[src/rtl/hazard_ctrl.sv]
// Pipeline hazard unit: data/MDU stall detection, operand forward selects, MDU busy countdown.
// Stall and forward outputs are combinational in the same cycle; no backpressure, holds are requests to the pipeline.
module hazard_ctrl (
    input  logic        clk,
    input  logic        reset,
    input  logic [4:0]  rs_addr_ID,
    input  logic [4:0]  rt_addr_ID,
    input  logic [3:0]  rs_use_ID,
    input  logic [3:0]  rt_use_ID,
    input  logic        md_ID,
    input  logic [4:0]  dst_addr_EX,
    input  logic [3:0]  dst_save_EX,
    input  logic [4:0]  dst_addr_MEM,
    input  logic [3:0]  dst_save_MEM,
    input  logic [4:0]  dst_addr_WB,
    input  logic        md_start_EX,
    input  logic        md_is_div_EX,
    output logic        stall,
    output logic        PC_enable,
    output logic        ID_enable,
    output logic        EX_flush,
    output logic [1:0]  fwd_rs_ID,
    output logic [1:0]  fwd_rt_ID,
    output logic        md_busy,
    output logic [15:0] stall_count
);

    localparam logic [1:0]  FWD_GRF     = 2'd0;
    localparam logic [1:0]  FWD_EX      = 2'd1;
    localparam logic [1:0]  FWD_MEM     = 2'd2;
    localparam logic [1:0]  FWD_WB      = 2'd3;
    localparam logic [3:0]  MD_MULT_CYC = 4'd5;
    localparam logic [3:0]  MD_DIV_CYC  = 4'd10;
    localparam logic [15:0] CNT_MAX     = 16'hFFFF;

    logic [3:0]  md_cnt_q, md_cnt_d;
    logic [15:0] stall_cnt_q, stall_cnt_d;

    logic rs_hit_ex, rs_hit_mem, rs_hit_wb;
    logic rt_hit_ex, rt_hit_mem, rt_hit_wb;
    logic data_stall, md_stall;

    // Register $0 is hardwired, so a zero destination never produces a hazard.
    assign rs_hit_ex  = (rs_addr_ID == dst_addr_EX)  && (dst_addr_EX  != 5'd0);
    assign rs_hit_mem = (rs_addr_ID == dst_addr_MEM) && (dst_addr_MEM != 5'd0);
    assign rs_hit_wb  = (rs_addr_ID == dst_addr_WB)  && (dst_addr_WB  != 5'd0);
    assign rt_hit_ex  = (rt_addr_ID == dst_addr_EX)  && (dst_addr_EX  != 5'd0);
    assign rt_hit_mem = (rt_addr_ID == dst_addr_MEM) && (dst_addr_MEM != 5'd0);
    assign rt_hit_wb  = (rt_addr_ID == dst_addr_WB)  && (dst_addr_WB  != 5'd0);

    assign data_stall = (rs_hit_ex  && (rs_use_ID < dst_save_EX))
                      | (rs_hit_mem && (rs_use_ID < dst_save_MEM))
                      | (rt_hit_ex  && (rt_use_ID < dst_save_EX))
                      | (rt_hit_mem && (rt_use_ID < dst_save_MEM));

    assign md_busy   = (md_cnt_q != 4'd0);
    assign md_stall  = md_ID && (md_busy || md_start_EX);

    assign stall     = data_stall || md_stall;
    assign PC_enable = ~stall;
    assign ID_enable = ~stall;
    assign EX_flush  = stall;

    // The nearest matching stage owns the operand; if its value is not ready yet,
    // older copies in farther stages are stale and must not be forwarded.
    always_comb begin
        fwd_rs_ID = FWD_GRF;
        if (rs_hit_ex) begin
            if (dst_save_EX == 4'd0) fwd_rs_ID = FWD_EX;
        end else if (rs_hit_mem) begin
            if (dst_save_MEM == 4'd0) fwd_rs_ID = FWD_MEM;
        end else if (rs_hit_wb) begin
            fwd_rs_ID = FWD_WB;
        end
    end

    always_comb begin
        fwd_rt_ID = FWD_GRF;
        if (rt_hit_ex) begin
            if (dst_save_EX == 4'd0) fwd_rt_ID = FWD_EX;
        end else if (rt_hit_mem) begin
            if (dst_save_MEM == 4'd0) fwd_rt_ID = FWD_MEM;
        end else if (rt_hit_wb) begin
            fwd_rt_ID = FWD_WB;
        end
    end

    // A start request while the MDU is already counting is dropped.
    always_comb begin
        md_cnt_d = md_cnt_q;
        if (md_start_EX && !md_busy) begin
            md_cnt_d = md_is_div_EX ? MD_DIV_CYC : MD_MULT_CYC;
        end else if (md_cnt_q != 4'd0) begin
            md_cnt_d = md_cnt_q - 4'd1;
        end
    end

    always_comb begin
        stall_cnt_d = stall_cnt_q;
        if (stall && (stall_cnt_q != CNT_MAX)) begin
            stall_cnt_d = stall_cnt_q + 16'd1;
        end
    end

    always_ff @(posedge clk or posedge reset) begin
        if (reset) begin
            md_cnt_q    <= 4'd0;
            stall_cnt_q <= 16'd0;
        end else begin
            md_cnt_q    <= md_cnt_d;
            stall_cnt_q <= stall_cnt_d;
        end
    end

    assign stall_count = stall_cnt_q;

endmodule

[config.mk]
export PLATFORM = sky130hd
export DESIGN_NAME = hazard_ctrl
export DESIGN_NICKNAME = d
export VERILOG_FILES = /design/src/rtl/hazard_ctrl.sv
export SDC_FILE = /design/constraint.sdc
export NUM_CORES = 1
export LEC_CHECK = 0
export ABC_AREA = 1
export CAP_MARGIN = 20
export CORE_AREA = 4 4 78 80
export DETAILED_ROUTE_END_ITERATION = 16
export DIE_AREA = 0 0 82 84
export PLACE_DENSITY_LB_ADDON = 0.15
export SLEW_MARGIN = 30
export SYNTH_ARGS = -nofsm -noshare
export SYNTH_HDL_FRONTEND = slang
export SYNTH_SLANG_ARGS = --single-unit
[constraint.sdc]
create_clock -name clk -period 3.2 [get_ports clk]
set_input_delay 0.48 -clock clk [delete_from_list [all_inputs] [get_ports clk]]
set_output_delay 0.48 -clock clk [all_outputs]
set_load 0.03 [all_outputs]
## Word-level counts from Yosys, hierarchy flattened

Cells that the tools add are included.

- Register bits: 20
- Latch bits: 0
- RAM bits: 0
- Bits in read-only memories: 0
- Input bits: 46
- Output and inout port bits: 25
- Word-level logic and storage cells: 53
- Memories: 0

- $add $sub $neg: 2
- Multipliers: 0
- Div/mod/pow operators: 0
- Magnitude comparators: 4
- Equality and inequality tests: 7
- Shifts and indexed selects: 0
- Mux-type cells: 11
- Bitwise operators: 4
- Reduce and logical (&&, ||, !) cells: 23

Operator list:

| operator | count |
|---|---|
| $eq A5 B5 Y1 | 6 |
| $add A16 B1 Y16 const B | 1 |
| $lt A4 B4 Y1 | 4 |
| $ne A16 B16 Y1 const B | 1 |
| $reduce_bool A5 Y1 | 3 |
| $mux W2 | 7 |
| $logic_and A1 B1 Y1 | 13 |
| $mux W4 | 3 |
| $logic_not A4 Y1 | 2 |
| $reduce_bool A4 Y1 | 1 |
| $sub A4 B1 Y4 const B | 1 |
| $or A1 B1 Y1 | 3 |
| $logic_or A1 B1 Y1 | 2 |
| $reduce_bool A2 Y1 | 1 |
| $logic_not A1 Y1 | 1 |
| $mux W1 | 1 |
| $not A1 Y1 | 1 |

## Longest topological paths before layout

- Word-level depth: 8
- Mapped depth: 14

## Worst setup path after synthesis

Ideal clock, no wire load.

- Path type: reg-to-output
- Start: register md_cnt_q[0]
- End: output port PC_enable
- Arrival time: 2.096 ns
- Required time: 2.720 ns
- Slack: 0.624 ns
- Cell stages (with the launch flop): 11
- Buffers on the path: 2
- Cells stage by stage: dfrtp_1 -> inv_1 -> ha_1 -> nand3_1 -> o21ai_0 -> nand2_1 -> nor2_1 -> nand2_2 -> buf_4 -> inv_1 -> buf_4

- Cells in the longest elaborated chain, start to end: 5

Ends and longest elaborated chain:

| element | line | text |
|---|---|---|
| start, declared | 36 | `logic [3:0] md_cnt_q, md_cnt_d;` |
| start signal, assigned | 110 | `md_cnt_q <= md_cnt_d;` |
| $reduce_bool A4 Y1 | 56 | `assign md_busy = (md_cnt_q != 4'd0);` |
| via md_busy | 24 | `output logic md_busy,` |
| $logic_or A1 B1 Y1 | 57 | `assign md_stall = md_ID && (md_busy \|\| md_start_EX);` |
| $logic_and A1 B1 Y1 | 57 |  |
| $logic_or A1 B1 Y1 | 59 | `assign stall = data_stall \|\| md_stall;` |
| via EX_flush | 21 | `output logic EX_flush,` |
| $not A1 Y1 | n/a |  |
| end, declared | 19 | `output logic PC_enable,` |

The timed path passes the listed nets, and every way through them passes these cells.

## Final worst setup path

- Start: input port rs_addr_ID[4]
- End: output port fwd_rs_ID[0]

- Cells in the longest elaborated chain, start to end: 5

Ends and longest elaborated chain:

| element | line | text |
|---|---|---|
| start, declared | 6 | `input logic [4:0] rs_addr_ID,` |
| $eq A5 B5 Y1 | 46 | `assign rs_hit_wb = (rs_addr_ID == dst_addr_WB) && (dst_addr_WB != 5'd0);` |
| $logic_and A1 B1 Y1 | 46 |  |
| $mux W2 | 72 | `end else if (rs_hit_wb) begin` |
| $mux W2 | 70 | `end else if (rs_hit_mem) begin` |
| $mux W2 * | 68 | `if (rs_hit_ex) begin` |
| end, declared | 22 | `output logic [1:0] fwd_rs_ID,` |

Every way passes the cells marked *; elsewhere a longest branch is shown, timed or not.

==> run metrics <==
status=complete, no violations; Cells after Synth=between 300 and 400; CP Capture Type=primary output; post-DP HPWL=approximately 4.4 mm; Distinct cells, synth=24; Total GRT Usage=~17%; worst r2r dst=stall_count[15]; worst-path fanout max=4; Seq. cell area=approximately 500 um2; Slew @ Worst Pin=between 0.7 and 0.8 ns; Ys Warns=0; Slew HR=49.7%; fmax=roughly 340 MHz; IO Count=71; Setup violations, final=0; kind of start point of the critical path=input port; Syn Std Cell Area=about 2100 um2; CTS tree=built; antenna violations before repair=0; post-synth top area share=23.9%; port buffer count=70; Worst-Skew Late Latency=0.26 ns; pins over their slew limit=0; period utilization=between 90% and 100%; Clock Tree Buf Depth=2; layout cell share with drive strength beyond 1=under 10%; Die Width=~82 um; PwrDens=approximately 390 nW/um2; CORE AREA=around 5400 um2; Seq/Total Area, Yosys=about a quarter; post-CTS sizing=0; CTS H-tree depth=1; Hold Vio Cnt, Final=0; # hold bufs at CTS=0; area taken by multi-input logic gates=1370 um2; antenna fix cells=0; clock-pin slew on the worst setup and hold paths=0.07 ns; Worst EP arrival=2.50 ns; syn_area_per_cell=~6.6 um2; #FFs+latches synth=20; first-pass iteration count of the detailed router=4; crit path kind=in -> out; pin count of the biggest net entering global routing=21; max-cap viol count=0; worst r2r src=md_cnt_q[0]; # fillers=553; Worst Path Required=2.72 ns; grt ovf=0; Worst Clk Skew=around 0.0076 ns; syn nets=approximately 380; Layout area overhead=38.0%; first-pass GRT wire length=9.46 mm; Die ar.=a little under 7000 um2; RSZ-0062 raised after global routing=no; minimum clock period=roughly 3.0 ns; DR iter-0 viols=70; Nets=449; VDD IR max=roughly 0.28 mV; Die H=around 84 um; clk root buf=clkbuf_8; Placer Congestion=approximately 0.91; routed vias/inst=4.69; largest cells by area after synthesis=dfrtp_1, nand2_1, ha_1; CP startpoint=rs_addr_ID[4]; Worst R2R Setup Slack=1.10 ns; Clock Sinks=20; Post-DRT Antenna Nets=0; total power=1120 uW; Hold Crit Class=reg -> reg; CTS buffer count=3; final WL=between 5 and 6 mm; end point of the critical path=fwd_rs_ID[0]; setup bufs post-CTS=0; # rows=27; number of global-route vias before repair=around 2200; initial core utilization=38.8%; largest area contributor in the netlist=dfrtp_1; worst reg2reg path depth=11; setup TNS=0 ns; leak pwr=0.00145 uW; via count=roughly 2200; Post-route DRC=0; Routed WL per cell=around 12 um
==> layer usage <==
layer / vias up / wire (um) / GRT usage (%) / share of wire (%)
met4: 0 / 51 / 3.63 / 0.93
li1: 1136 / - / - / -
met3: 5 / 323 / 2.48 / 5.9
met2: 48 / 2620 / 30.1 / 48
met5: - / 0 / 0 / 0
met1: 963 / 2500 / 20.4 / 45
==> metrics by stage <==
step	instances	area [um2]	hold slack, ns	setup slack [ns]	util [%]
floorplan	318	2100	0.444	0.624	-
global placement	455	2840	0.499	0.251	52.5
detailed placement	455	2840	0.504	0.223	52.5
CTS	459	2890	0.518	0.220	53.5
global route	459	2890	0.559	0.0285	53.5
finish	459	2890	0.517	0.219	53.5
==> flip-flops by register name, indices dropped and copies added (netlist names) <==
name	flops
stall_count	16
md_cnt_q	4
==> layout by cell type (no fill, tap or decap), types with 3 or more instances in the layout <==
master           netlist  routed
nand4_1                8       8
dfrtp_1               20      20
ha_1                  15      15
a21o_1                 3       3
xor2_1                15      15
a21oi_1                5       5
buf_4                  4       5
nor2_1                30      30
clkdlybuf4s50_1        0      66
xnor2_1               20      20
nand2_1               94      94
clkbuf_8               0       4
o21ai_0                8       8
nand3_1               31      31
inv_1                 47      47
nor3_1                 4       4
==> final cells by class <==
type,count,area share (%)
tap,72,3.11
inverter,47,6.10
multi-input combinational,245,47.5
timing repair buffer,71,24.1
sequential,20,17.3
clock buffer,4,1.90
==> how the worst min path moves through the flow <==
stage,startpoint,to,cells after the start
after floorplan,reset,md_cnt_q[0],1
after global placement,md_cnt_q[1],md_cnt_q[1],2
after detailed placement,md_cnt_q[0],md_cnt_q[0],1
after CTS,md_cnt_q[0],md_cnt_q[0],1
after global routing,md_cnt_q[0],md_cnt_q[0],1
final,md_cnt_q[0],md_cnt_q[0],1
==> synth_stat cells <==
| library cell | count |
|---|---|
| nand3_1 | 31 |
| a21o_1 | 3 |
| nand2_2 | 2 |
| buf_4 | 4 |
| buf_2 | 1 |
| a21oi_1 | 5 |
| nand2_1 | 94 |
| nor2_4 | 1 |
| xnor2_1 | 20 |
| nor3b_1 | 1 |
| dfrtp_1 | 20 |
| nor4_1 | 1 |
| xor2_1 | 15 |
| nand4_1 | 8 |
| inv_1 | 47 |
| buf_6 | 1 |
| o21ai_0 | 8 |
| o211ai_1 | 2 |
| nor2_1 | 30 |
| nor2_2 | 1 |
| nand2_4 | 2 |
| ha_1 | 15 |
| nor3_2 | 2 |
| nor3_1 | 4 |
==> where the power goes <==
group | internal [uW] | total [uW] | switching, uW | leakage [uW]
Combinational | 248 | 553 | 306 | 0.00116
Sequential | 311 | 373 | 62.6 | 0.000263
Clock | 110 | 191 | 81.7 | 0.0000288
==> worst max-delay path, stage by stage <==
cell             delay, ns
clkdlybuf4s50_1       0.49
xor2_1                0.19
nor3b_1               0.23
nand2_1               0.09
nor3_1                0.17
nand2_1               0.09
o21ai_0               0.08
clkdlybuf4s50_1       0.69
==> cell families (layout without fill, tap and decap cells) <==
logic type	after synthesis	in the layout	share of synthesized area, %
buffers and inverters	53	122	10.6
DFF	20	20	23.9
xor gates and xnor gates	35	35	14.6
AOI/OAI and AO/OA	18	18	4.89
and+or+nand+nor	177	177	37.1
adders and majority gates	15	15	8.95
(Power assumes the default switching activity.)
